==> config.mk <==
export PLATFORM = sky130hd
export DESIGN_NAME = fact_cu
export DESIGN_NICKNAME = d
export VERILOG_FILES = /design/src/rtl/fact_cu.sv
export SDC_FILE = /design/constraint.sdc
export NUM_CORES = 1
export LEC_CHECK = 0
export BUFFER_PORTS_ARGS = -buffer_cell sky130_fd_sc_hd__buf_4
export CAP_MARGIN = 20
export CORE_AREA = 2 2 39 41
export DETAILED_ROUTE_END_ITERATION = 7
export DIE_AREA = 0 0 41 43
export SYNTH_ARGS = -nofsm -noshare
export SYNTH_HDL_FRONTEND = slang
export SYNTH_SLANG_ARGS = --single-unit
==> constraint.sdc <==
create_clock -name clk -period 0.97 [get_ports clk]
set_clock_uncertainty 0.1 [all_clocks]
set_input_delay 0.0485 -clock clk [delete_from_list [all_inputs] [get_ports clk]]
set_output_delay 0.0485 -clock clk [all_outputs]
set_load 0.02 [all_outputs]
==> src/rtl/fact_cu.sv <==
// fact_cu: Moore control unit for the iterative factorial datapath.
// Sequences load / compare / multiply / decrement under a go/done/err handshake.
module fact_cu (
    input  logic       clk,
    input  logic       rst,
    input  logic       go,
    input  logic       gt_in,
    input  logic       gt_fact,
    output logic       load_cnt,
    output logic       en,
    output logic       sel_1,
    output logic       load_reg,
    output logic       sel_2,
    output logic       done,
    output logic       err,
    output logic       busy,
    output logic [2:0] state
);

    typedef enum logic [2:0] {
        IDLE  = 3'd0,
        LOAD  = 3'd1,
        CHECK = 3'd2,
        MULT  = 3'd3,
        DONE  = 3'd4,
        ERR   = 3'd5
    } state_t;

    // Plain vector so codes 6/7 stay representable and recoverable.
    logic [2:0] state_q;
    logic [2:0] state_d;

    // State register, asynchronously cleared to IDLE.
    always_ff @(posedge clk or posedge rst) begin
        if (rst) begin
            state_q <= IDLE;
        end else begin
            state_q <= state_d;
        end
    end

    // Next-state logic; illegal codes fall back to IDLE.
    always_comb begin
        state_d = IDLE;
        unique case (state_q)
            IDLE: begin
                if (go && gt_in) begin
                    state_d = ERR;
                end else if (go) begin
                    state_d = LOAD;
                end else begin
                    state_d = IDLE;
                end
            end
            LOAD:  state_d = CHECK;
            CHECK: state_d = gt_fact ? MULT : DONE;
            MULT:  state_d = CHECK;
            DONE:  state_d = go ? DONE : IDLE;
            ERR:   state_d = go ? ERR : IDLE;
            default: state_d = IDLE;
        endcase
    end

    // Output decode from the state register only; illegal codes look like IDLE.
    always_comb begin
        load_cnt = 1'b0;
        en       = 1'b0;
        sel_1    = 1'b0;
        load_reg = 1'b0;
        sel_2    = 1'b1;
        done     = 1'b0;
        err      = 1'b0;
        busy     = 1'b0;
        unique case (state_q)
            LOAD: begin
                load_cnt = 1'b1;
                sel_1    = 1'b1;
                load_reg = 1'b1;
                busy     = 1'b1;
            end
            CHECK: begin
                busy = 1'b1;
            end
            MULT: begin
                load_reg = 1'b1;
                en       = 1'b1;
                busy     = 1'b1;
            end
            DONE: begin
                done  = 1'b1;
                sel_2 = 1'b0;
            end
            ERR: begin
                err = 1'b1;
            end
            default: begin
                sel_2 = 1'b1;
            end
        endcase
    end

    assign state = state_q;

endmodule

==> flow_summary.json, run 1 <==
{
  "pin_count_of_the_biggest_net_entering_global_routing": 8,
  "timing.critical_path.slowest_stage_cell": "dfrtp_2",
  "max-clock-path-buffers": 2,
  "htree_levels": 1,
  "std_cell_rows": 14,
  "drt_iter0_drc": 2,
  "worstHoldPathCells": 3,
  "clock_sinks": 3,
  "final.min_clock_period_ps": 1260,
  "worstSkewPairLatency_ps": 230,
  "synth-seq-area-share_pct": 40.5,
  "layout.nets": 62,
  "start_kind": "register",
  "yosys_warnings": 0,
  "die_height_um": 43,
  "post-route-period-util_pct": 130,
  "wl_per_cell_um": 9.06,
  "rsz_0062_raised_after_global_routing": "true",
  "antenna-diode-count": 0,
  "power_per_cell_area_mw_per_mm2": 3350,
  "cpLargestDelayFamily": "flip-flops",
  "overflow": 0,
  "critPathArrivalTime_ps": 1110,
  "syn-cell-area_um2": 185,
  "critical-path-max-stage-delay_ps": 440,
  "max-slew-margin-rel_pct": 85.6,
  "worst_setup_path_end_kind": "output port",
  "result_of_the_run": "complete, but fails checks",
  "synthDistinctLibCells": 15,
  "synth.area.top_cells": "dfrtp_1 (41%), nor2_1 (8.1%), nor3b_2 (6.8%)",
  "ys_async_sr_fraction_pct": 100,
  "routed_via_density": 3.96,
  "finalHoldViolCount": 0,
  "finalMaxSlewViolations": 0,
  "gr-usage-all-layers_pct": 9.38,
  "timing.critical_path.fanout_max": 3,
  "reg2reg_depth": 4,
  "area.growth.synth_to_final_pct": 195,
  "worstSetupStartpoint": "state[0]",
  "synth_top_cell_by_area": "dfrtp_1",
  "largest_reg_flops": 3,
  "dpl.cell_count": 57,
  "area_fraction_of_the_dominant_cell_type_after_synthesis_pct": 40.5,
  "min-delay-path-class": "input pin to register",
  "total_power_w": 0.00183,
  "power.ir.vdd_worst_mv": 1.08,
  "failed_checks": "negative setup slack",
  "final_antenna_net_count": 0,
  "critPathBufInv": 2,
  "first_pass_grt_wire_length_um": 1050,
  "synth-edff-count": 0,
  "critical_path_required_ps": 820,
  "die-width_um": 41,
  "cts_root_buf": "clkbuf_4",
  "dominantRegCellSynth": "dfrtp_1",
  "finalWirelength_um": 652,
  "synth-seq-cells": 3,
  "cts_tree": "yes",
  "synthCells": 23,
  "most_used_cell_cp": "buf_4",
  "fraction_of_final_layout_cells_sized_beyond_drive_strength_1_pct": 75.0,
  "post-route-drc-count": 0,
  "critPathKind": "register to output port",
  "totalNegativeSetupSlack_ps": -3250,
  "max_freq_mhz": 793,
  "crit_path_cell_trace": "buf_4 > nor2_1 > nor2_2 > buf_4",
  "num_vias": 285,
  "postLayoutSetupSlackWorst_ps": -292,
  "coreArea_mm2": 0.00138,
  "io_buffers": 15,
  "synthMostInstantiatedCell": "nor2_1",
  "min_to": "state[2]",
  "critical_path.reg2reg.startpoint": "state[1]",
  "placed_area_um2": 382,
  "transition_at_the_pin_with_the_smallest_max_transition_slack_ps": 215,
  "setup_viol": 14,
  "layout.cell_area.non_filler_um2": 546,
  "floorplan.initialDensity_pct": 13.4,
  "cts_made_buffers": 3,
  "maxCapViolCount": 0,
  "placement.setup.worst_slack_ps": -125,
  "timing.rr.end": "state[0]",
  "worstHoldStart": "go",
  "final_cell_count_no_fill": 72,
  "antenna_found_initial": 0,
  "floorplan.die_area_mm2": 0.00176,
  "ff2ff_setup_slack_ps": -240,
  "drtPass1Iterations": 4,
  "place.gp.congestion": 0.756,
  "boundaryPins": 16,
  "clk_transition_reported_paths_ps": 40,
  "synth.avg_cell_area_um2": 8.05,
  "synthTopCellsByCount": "nor2_1 (4), dfrtp_1 (3), a21oi_1 (2), inv_1 (2), nand2_1 (2)",
  "hpwlAfterDp_um": 427,
  "critical_path_depth": 4,
  "vias_in_the_first_global_route": 280,
  "mappedNetlistNets": 28,
  "leakage_nw": 0.261
}
## where the power goes
part | internal [W] | total [W] | leakage [nW] | switching [W]
clock | 0.000154 | 0.000216 | 0.0150 | 0.0000617
sequential | 0.000190 | 0.000324 | 0.0345 | 0.000134
combinational | 0.000714 | 0.00129 | 0.212 | 0.000572
total | 0.00106 | 0.00183 | 0.261 | 0.000768
## through the flow
step	util, %	hold WS, ps
after CTS	38.3	15.0
final	39.4	13.3
after floorplan	-	-298
after detailed placement	27.6	-171
after global routing	39.4	30.4
after global placement	27.6	-170
## cells by family after synthesis
family,count (synthesis),synth area share (%)
AO/OA/AOI/OAI,4,12.8
AND/OR/NAND/NOR,12,36.5
flip-flops,3,40.5
buffers and inverters,4,10.1
## metal layers
metal	up-vias	share of wire, %	track usage, %
li1	143	-	-
met1	125	39	9.12
met2	15	50	14.7
met3	2	9.8	3.14
met4	0	0.61	8.00
met5	-	0	0
## final cells by class
cell class	instances	area [um2]
Clock buffer	4	26.3
Fill cell	148	838
Inverter	3	13.8
Multi-Input combinational cell	16	138
Sequential cell	3	78.8
Tap cell	16	20.0
Timing Repair Buffer	30	269
## timing repair
item | CTS | global route
pin swaps | 3 | 1
resized for setup | 12 | 2
setup endpoints to repair | 13 | 14
buffers inserted | 6 | 1
hold endpoints to repair | 6 | 0
hold buffers | 4 | 0
## cell usage in the layout, fill, tap and decap left out, drive strengths merged
| cell type | n |
|---|---|
| clkbuf | 4 |
| nor3 | 1 |
| nand3b | 1 |
| a22o | 1 |
| dfrtp | 3 |
| a21oi | 2 |
| nor3b | 2 |
| inv | 3 |
| nor2 | 4 |
| nand2 | 2 |
| nand2b | 1 |
| and2 | 1 |
| o21ai | 1 |
| dlygate4sd3 | 4 |
| buf | 26 |
## tightest hold or removal path: cells and delay by family
family	cells	cell delay, ps
buffers and inverters	1	110
and+or+nand+nor	1	80
AOI/OAI and AO/OA	1	60
## worst max-delay path by stage
stage | endpoint | slack, ps
after global placement | state[0] | -110
after floorplan | state[0] | -250
after CTS | load_cnt | -310
final | busy | -290
after detailed placement | state[0] | -120
after global routing | load_cnt | -350
(Power assumes the default switching activity.)
==> inputs of run 2 (changes only) <==
--- a/config.mk
+++ b/config.mk
@@ -10,6 +10,7 @@
 export CORE_AREA = 2 2 39 41
 export DETAILED_ROUTE_END_ITERATION = 7
 export DIE_AREA = 0 0 41 43
+export RECOVER_POWER = 25
 export SYNTH_ARGS = -nofsm -noshare
 export SYNTH_HDL_FRONTEND = slang
 export SYNTH_SLANG_ARGS = --single-unit
==> run 2 against run 1 <==
  * The flow still finishes with violations (negative setup slack)
  * Worst setup slack is the same
  * Sequential share of layout area unchanged
  * Hold slack stayed put
  * Combinational power about the same
  * Critical path depth unchanged
  * Register-to-register slack is essentially flat
  * Sequential power is essentially flat
==> flow_summary.json, run 2 (synthesis results as in run 1) <==
{
  "result_of_the_run": "complete, but fails checks",
  "failed_checks": "negative setup slack",
  "multi_input_comb_area_um2": 138,
  "worstHoldPathCells": 3,
  "setup_viol": 14,
  "critPathArrivalTime_ps": 1110,
  "place.gp.congestion": 0.756,
  "wl_per_cell_um": 9.04,
  "critPathKind": "register to output port",
  "power.ir.vdd_worst_mv": 1.08,
  "std_cell_rows": 14,
  "overflow": 0,
  "gr-usage-all-layers_pct": 9.38,
  "drt_iter0_drc": 2,
  "largest_reg_flops": 3,
  "final_common_cell": "buf_4",
  "max_freq_mhz": 793,
  "timing.rr.end": "state[0]",
  "coreArea_mm2": 0.00138,
  "critical-path-max-stage-delay_ps": 440,
  "first_pass_grt_wire_length_um": 1050,
  "boundaryPins": 16,
  "vias_in_the_first_global_route": 280,
  "final_antenna_net_count": 0,
  "pin_count_of_the_biggest_net_entering_global_routing": 8,
  "fillers": 148,
  "layout_common_cells": "buf_4 (16), buf_6 (9), clkbuf_4 (4), dlygate4sd3_1 (4)",
  "reg2reg_depth": 4,
  "timing.critical_path.slowest_stage_cell": "dfrtp_2",
  "total_power_w": 0.00183,
  "leakage_nw": 0.261,
  "post-route-drc-count": 0,
  "cpLargestDelayFamily": "flip-flops",
  "fraction_of_final_layout_cells_sized_beyond_drive_strength_1_pct": 75.0,
  "ff2ff_setup_slack_ps": -240,
  "register_area_um2": 78.8,
  "worst_setup_path_end_kind": "output port",
  "worstSkewPairLatency_ps": 230,
  "cts_made_buffers": 3,
  "rsz_0062_raised_after_global_routing": "true",
  "worstSetupStartpoint": "state[0]",
  "die-width_um": 41,
  "hpwlAfterDp_um": 427,
  "finalWirelength_um": 651,
  "power_per_cell_area_mw_per_mm2": 3350,
  "min-delay-path-class": "input pin to register",
  "clock_sinks": 3,
  "area.growth.synth_to_final_pct": 195,
  "antenna-diode-count": 0,
  "placement.setup.worst_slack_ps": -125,
  "maxCapViolCount": 0,
  "critical_path.reg2reg.startpoint": "state[1]",
  "start_kind": "register",
  "cts_root_buf": "clkbuf_4",
  "clk_transition_reported_paths_ps": 40,
  "crit_path_cell_trace": "buf_4 > nor2_1 > nor2_2 > buf_4",
  "cts_tree": "yes",
  "final.min_clock_period_ps": 1260,
  "critical_path_depth": 4,
  "die_height_um": 43,
  "max-clock-path-buffers": 2,
  "layout.nets": 62,
  "num_vias": 285,
  "htree_levels": 1,
  "postLayoutSetupSlackWorst_ps": -292,
  "finalHoldViolCount": 0,
  "floorplan.initialDensity_pct": 13.4,
  "finalMaxSlewViolations": 0,
  "transition_at_the_pin_with_the_smallest_max_transition_slack_ps": 215,
  "critPathBufInv": 2,
  "max-slew-margin-rel_pct": 85.6,
  "worstHoldStart": "go",
  "drtPass1Iterations": 4,
  "min_to": "state[2]",
  "io_buffers": 15,
  "floorplan.die_area_mm2": 0.00176,
  "most_used_cell_cp": "buf_4",
  "routed_via_density": 3.96,
  "timing.critical_path.fanout_max": 3,
  "post-route-period-util_pct": 130,
  "critical_path_required_ps": 820,
  "antenna_found_initial": 0
}
-- run 2: worst min-delay path, cell delays in order --
cell,delay [ps]
buf_4,110
nand2b_1,80
o21ai_1,60
-- run 2: worst max path at each step --
stage / endpoint / slack, ps
after floorplan: state[0] / -250
after global placement: state[0] / -110
after detailed placement: state[0] / -120
after CTS: load_cnt / -310
after global routing: load_cnt / -350
final: busy / -290
-- run 2: per-layer routing --
metal / track usage (%) / wire length, um
met1: 9.12 / 255
met5: 0 / 0
met4: 8.00 / 4
met2: 14.7 / 326
met3: 3.14 / 64
-- run 2: timing repair --
action / 4_1_cts / 5_1_grt
endpoints found under the setup margin: 13 / 14
hold buffers: 4 / 0
gates resized for setup: 12 / 2
pin swaps: 3 / 1
setup buffers: 6 / 1
endpoints found under the hold margin: 6 / 0
-- run 2: where the power goes --
part,switching [W],total [W],internal (W)
clock,0.0000617,0.000216,0.000154
sequential,0.000134,0.000324,0.000190
combinational,0.000572,0.00129,0.000713
total,0.000768,0.00183,0.00106
-- run 2: through the flow --
stage	hold slack [ps]	cells	cell area (um2)	TNS (ps)	utilization (%)
finish	13.3	72	546	-3250	39.4
global route	30.4	72	546	-3930	39.4
CTS	15.0	71	531	-3290	38.3
detailed placement	-171	57	382	-713	27.6
global placement	-170	57	382	-610	27.6
floorplan	-298	23	226	-929	-
-- run 2: cell type report --
class | instances | area share, %
timing repair buffer | 30 | 49.3
clock buffer | 4 | 4.82
inverter | 3 | 2.52
tap | 16 | 3.67
multi-input combinational | 16 | 25.2
sequential | 3 | 14.4
==> inputs of run 3 (changes only) <==
--- a/config.mk
+++ b/config.mk
@@ -7,9 +7,12 @@
 export LEC_CHECK = 0
 export BUFFER_PORTS_ARGS = -buffer_cell sky130_fd_sc_hd__buf_4
 export CAP_MARGIN = 20
-export CORE_AREA = 2 2 39 41
+export CELL_PAD_IN_SITES_DETAIL_PLACEMENT = 1
+export CELL_PAD_IN_SITES_GLOBAL_PLACEMENT = 2
+export CORE_MARGIN = 1
+export CORE_UTILIZATION = 13
 export DETAILED_ROUTE_END_ITERATION = 7
-export DIE_AREA = 0 0 41 43
+export PLACE_DENSITY_LB_ADDON = 0.1
 export RECOVER_POWER = 25
 export SYNTH_ARGS = -nofsm -noshare
 export SYNTH_HDL_FRONTEND = slang
==> run 3 against run 2 <==
  * The flow still finishes with violations (negative setup slack)
  * Final area shrank 2.1%
  * Power hardly changed
  * Critical endpoint is now en
  * Combinational power hardly changed
  * Global-route usage up 2.3 points
==> flow_summary.json, run 3 (synthesis results as in run 1) <==
{
  "largest_reg_flops": 3,
  "worstHoldPathCells": 3,
  "die_height_um": 39.7,
  "critPathKind": "register to output port",
  "final.min_clock_period_ps": 1290,
  "transition_at_the_pin_with_the_smallest_max_transition_slack_ps": 215,
  "htree_levels": 1,
  "std_cell_rows": 13,
  "multi_input_comb_area_um2": 134,
  "routed_via_density": 4.06,
  "dpl.cell_count": 57,
  "finalWirelength_um": 676,
  "grt_use_met1_pct": 11.4,
  "max_freq_mhz": 777,
  "vias_in_the_first_global_route": 296,
  "maxCapViolCount": 0,
  "fillers": 164,
  "antenna_found_initial": 0,
  "layout.nets": 60,
  "wl_per_cell_um": 9.80,
  "finalHoldViolCount": 0,
  "critPathArrivalTime_ps": 1140,
  "postLayoutSetupSlackWorst_ps": -316,
  "placed_area_um2": 388,
  "layout_common_cells": "buf_4 (12), buf_6 (12), clkbuf_4 (4), dlygate4sd3_1 (3), dfrtp_2 (3)",
  "critical_path.reg2reg.startpoint": "state[1]",
  "final_antenna_net_count": 0,
  "critical-path-max-stage-delay_ps": 450,
  "clk_transition_reported_paths_ps": 40,
  "worst_setup_path_end_kind": "output port",
  "area.growth.synth_to_final_pct": 189,
  "max-slew-margin-rel_pct": 85.7,
  "max-clock-path-buffers": 2,
  "finalMaxSlewViolations": 0,
  "groute.layer.met3.usage_pct": 3.41,
  "antenna-diode-count": 0,
  "start_kind": "register",
  "overflow": 0,
  "timing.critical_path.fanout_max": 5,
  "crit_path_cell_trace": "inv_4 > nor2_2 > and2_2 > buf_6",
  "post-route-period-util_pct": 133,
  "grt-busiest-layer": "met2",
  "io_buffers": 15,
  "setup_viol": 14,
  "worstSetupStartpoint": "state[0]",
  "met2_usage_pct": 20.9,
  "post-route-drc-count": 0,
  "final_cell_count_no_fill": 69,
  "pin_count_of_the_biggest_net_entering_global_routing": 8,
  "first_pass_grt_wire_length_um": 1170,
  "leakage_nw": 0.255,
  "power.ir.vdd_worst_mv": 1.60,
  "critical_path_required_ps": 820,
  "failed_checks": "negative setup slack",
  "result_of_the_run": "complete, but fails checks",
  "rsz_0062_raised_after_global_routing": "true",
  "hpwlAfterDp_um": 476,
  "min-delay-path-class": "input pin to register",
  "cts_tree": "yes",
  "drt_iter0_drc": 0,
  "layout.cell_area.non_filler_um2": 534,
  "place.gp.congestion": 0.606,
  "coreArea_mm2": 0.00132,
  "cts_root_buf": "clkbuf_4",
  "worstHoldStart": "gt_fact",
  "fraction_of_final_layout_cells_sized_beyond_drive_strength_1_pct": 74.1,
  "cts_made_buffers": 3,
  "power_per_cell_area_mw_per_mm2": 3420,
  "boundaryPins": 16,
  "final_core_util_pct": 40.6,
  "gr-usage-all-layers_pct": 11.7,
  "clock_sinks": 3,
  "timing.critical_path.slowest_stage_cell": "dfrtp_2",
  "drtPass1Iterations": 1,
  "register_area_um2": 78.8,
  "num_vias": 280,
  "die-width_um": 39.7,
  "floorplan.initialDensity_pct": 14.1,
  "fin_hold_ws_ps": 20.1,
  "floorplan.die_area_mm2": 0.00158,
  "worstSkewPairLatency_ps": 230,
  "reg2reg_depth": 4
}
## run 3: final timing paths
path                       endpoint  slack [ps]
setup / recovery                 en        -320
hold / removal             state[1]          20
setup reg to reg           state[0]        -260
hold reg to reg            state[2]         600
max in group asynchronous  state[0]         470
min in group asynchronous  state[1]         160
## run 3: routing by layer
layer	routed length (um)	share of wire, %	up-vias
li1	-	-	137
met1	256	38	132
met2	388	57	11
met3	31	4.6	0
met4	0	0	0
met5	0	0	-
## run 3: area by class of cell
type | instances | share of cell area [%]
Sequential cell | 3 | 14.8
Inverter | 3 | 2.58
Multi-Input combinational cell | 16 | 25.1
Tap cell | 15 | 3.51
Timing Repair Buffer | 28 | 49.2
Clock buffer | 4 | 4.92
## run 3: power by group
part           switching (W)  internal, W  total (W)
sequential          0.000143     0.000190   0.000333
combinational       0.000562     0.000715    0.00128
clock              0.0000617     0.000154   0.000216
total               0.000767      0.00106    0.00183
## run 3: stage by stage
| step | total power, W | setup TNS (ps) | worst slack (ps) |
|---|---|---|---|
| 3_3_place_gp | 0.00130 | -714 | -124 |
| 4_1_cts | 0.00181 | -3410 | -334 |
| 5_1_grt | 0.00197 | -3970 | -385 |
| 6_report | 0.00183 | -3200 | -316 |
| 2_1_floorplan | 0.000857 | -929 | -248 |
| 3_5_place_dp | 0.00132 | -890 | -164 |
## run 3: timing repair
item                       in CTS  in global routing
setup buffers                   5                  0
setup endpoints to repair      14                 14
hold endpoints to repair        5                  0
pin swaps                       2                  0
hold buffers                    3                  0
gates resized for setup        12                  3
## run 3: worst max-delay path, delay by kind of cell, from the launching register on
kind	cells	cell delay [ps]
DFF	1	450
buffers and inverters	2	230
and+or+nand+nor	2	230
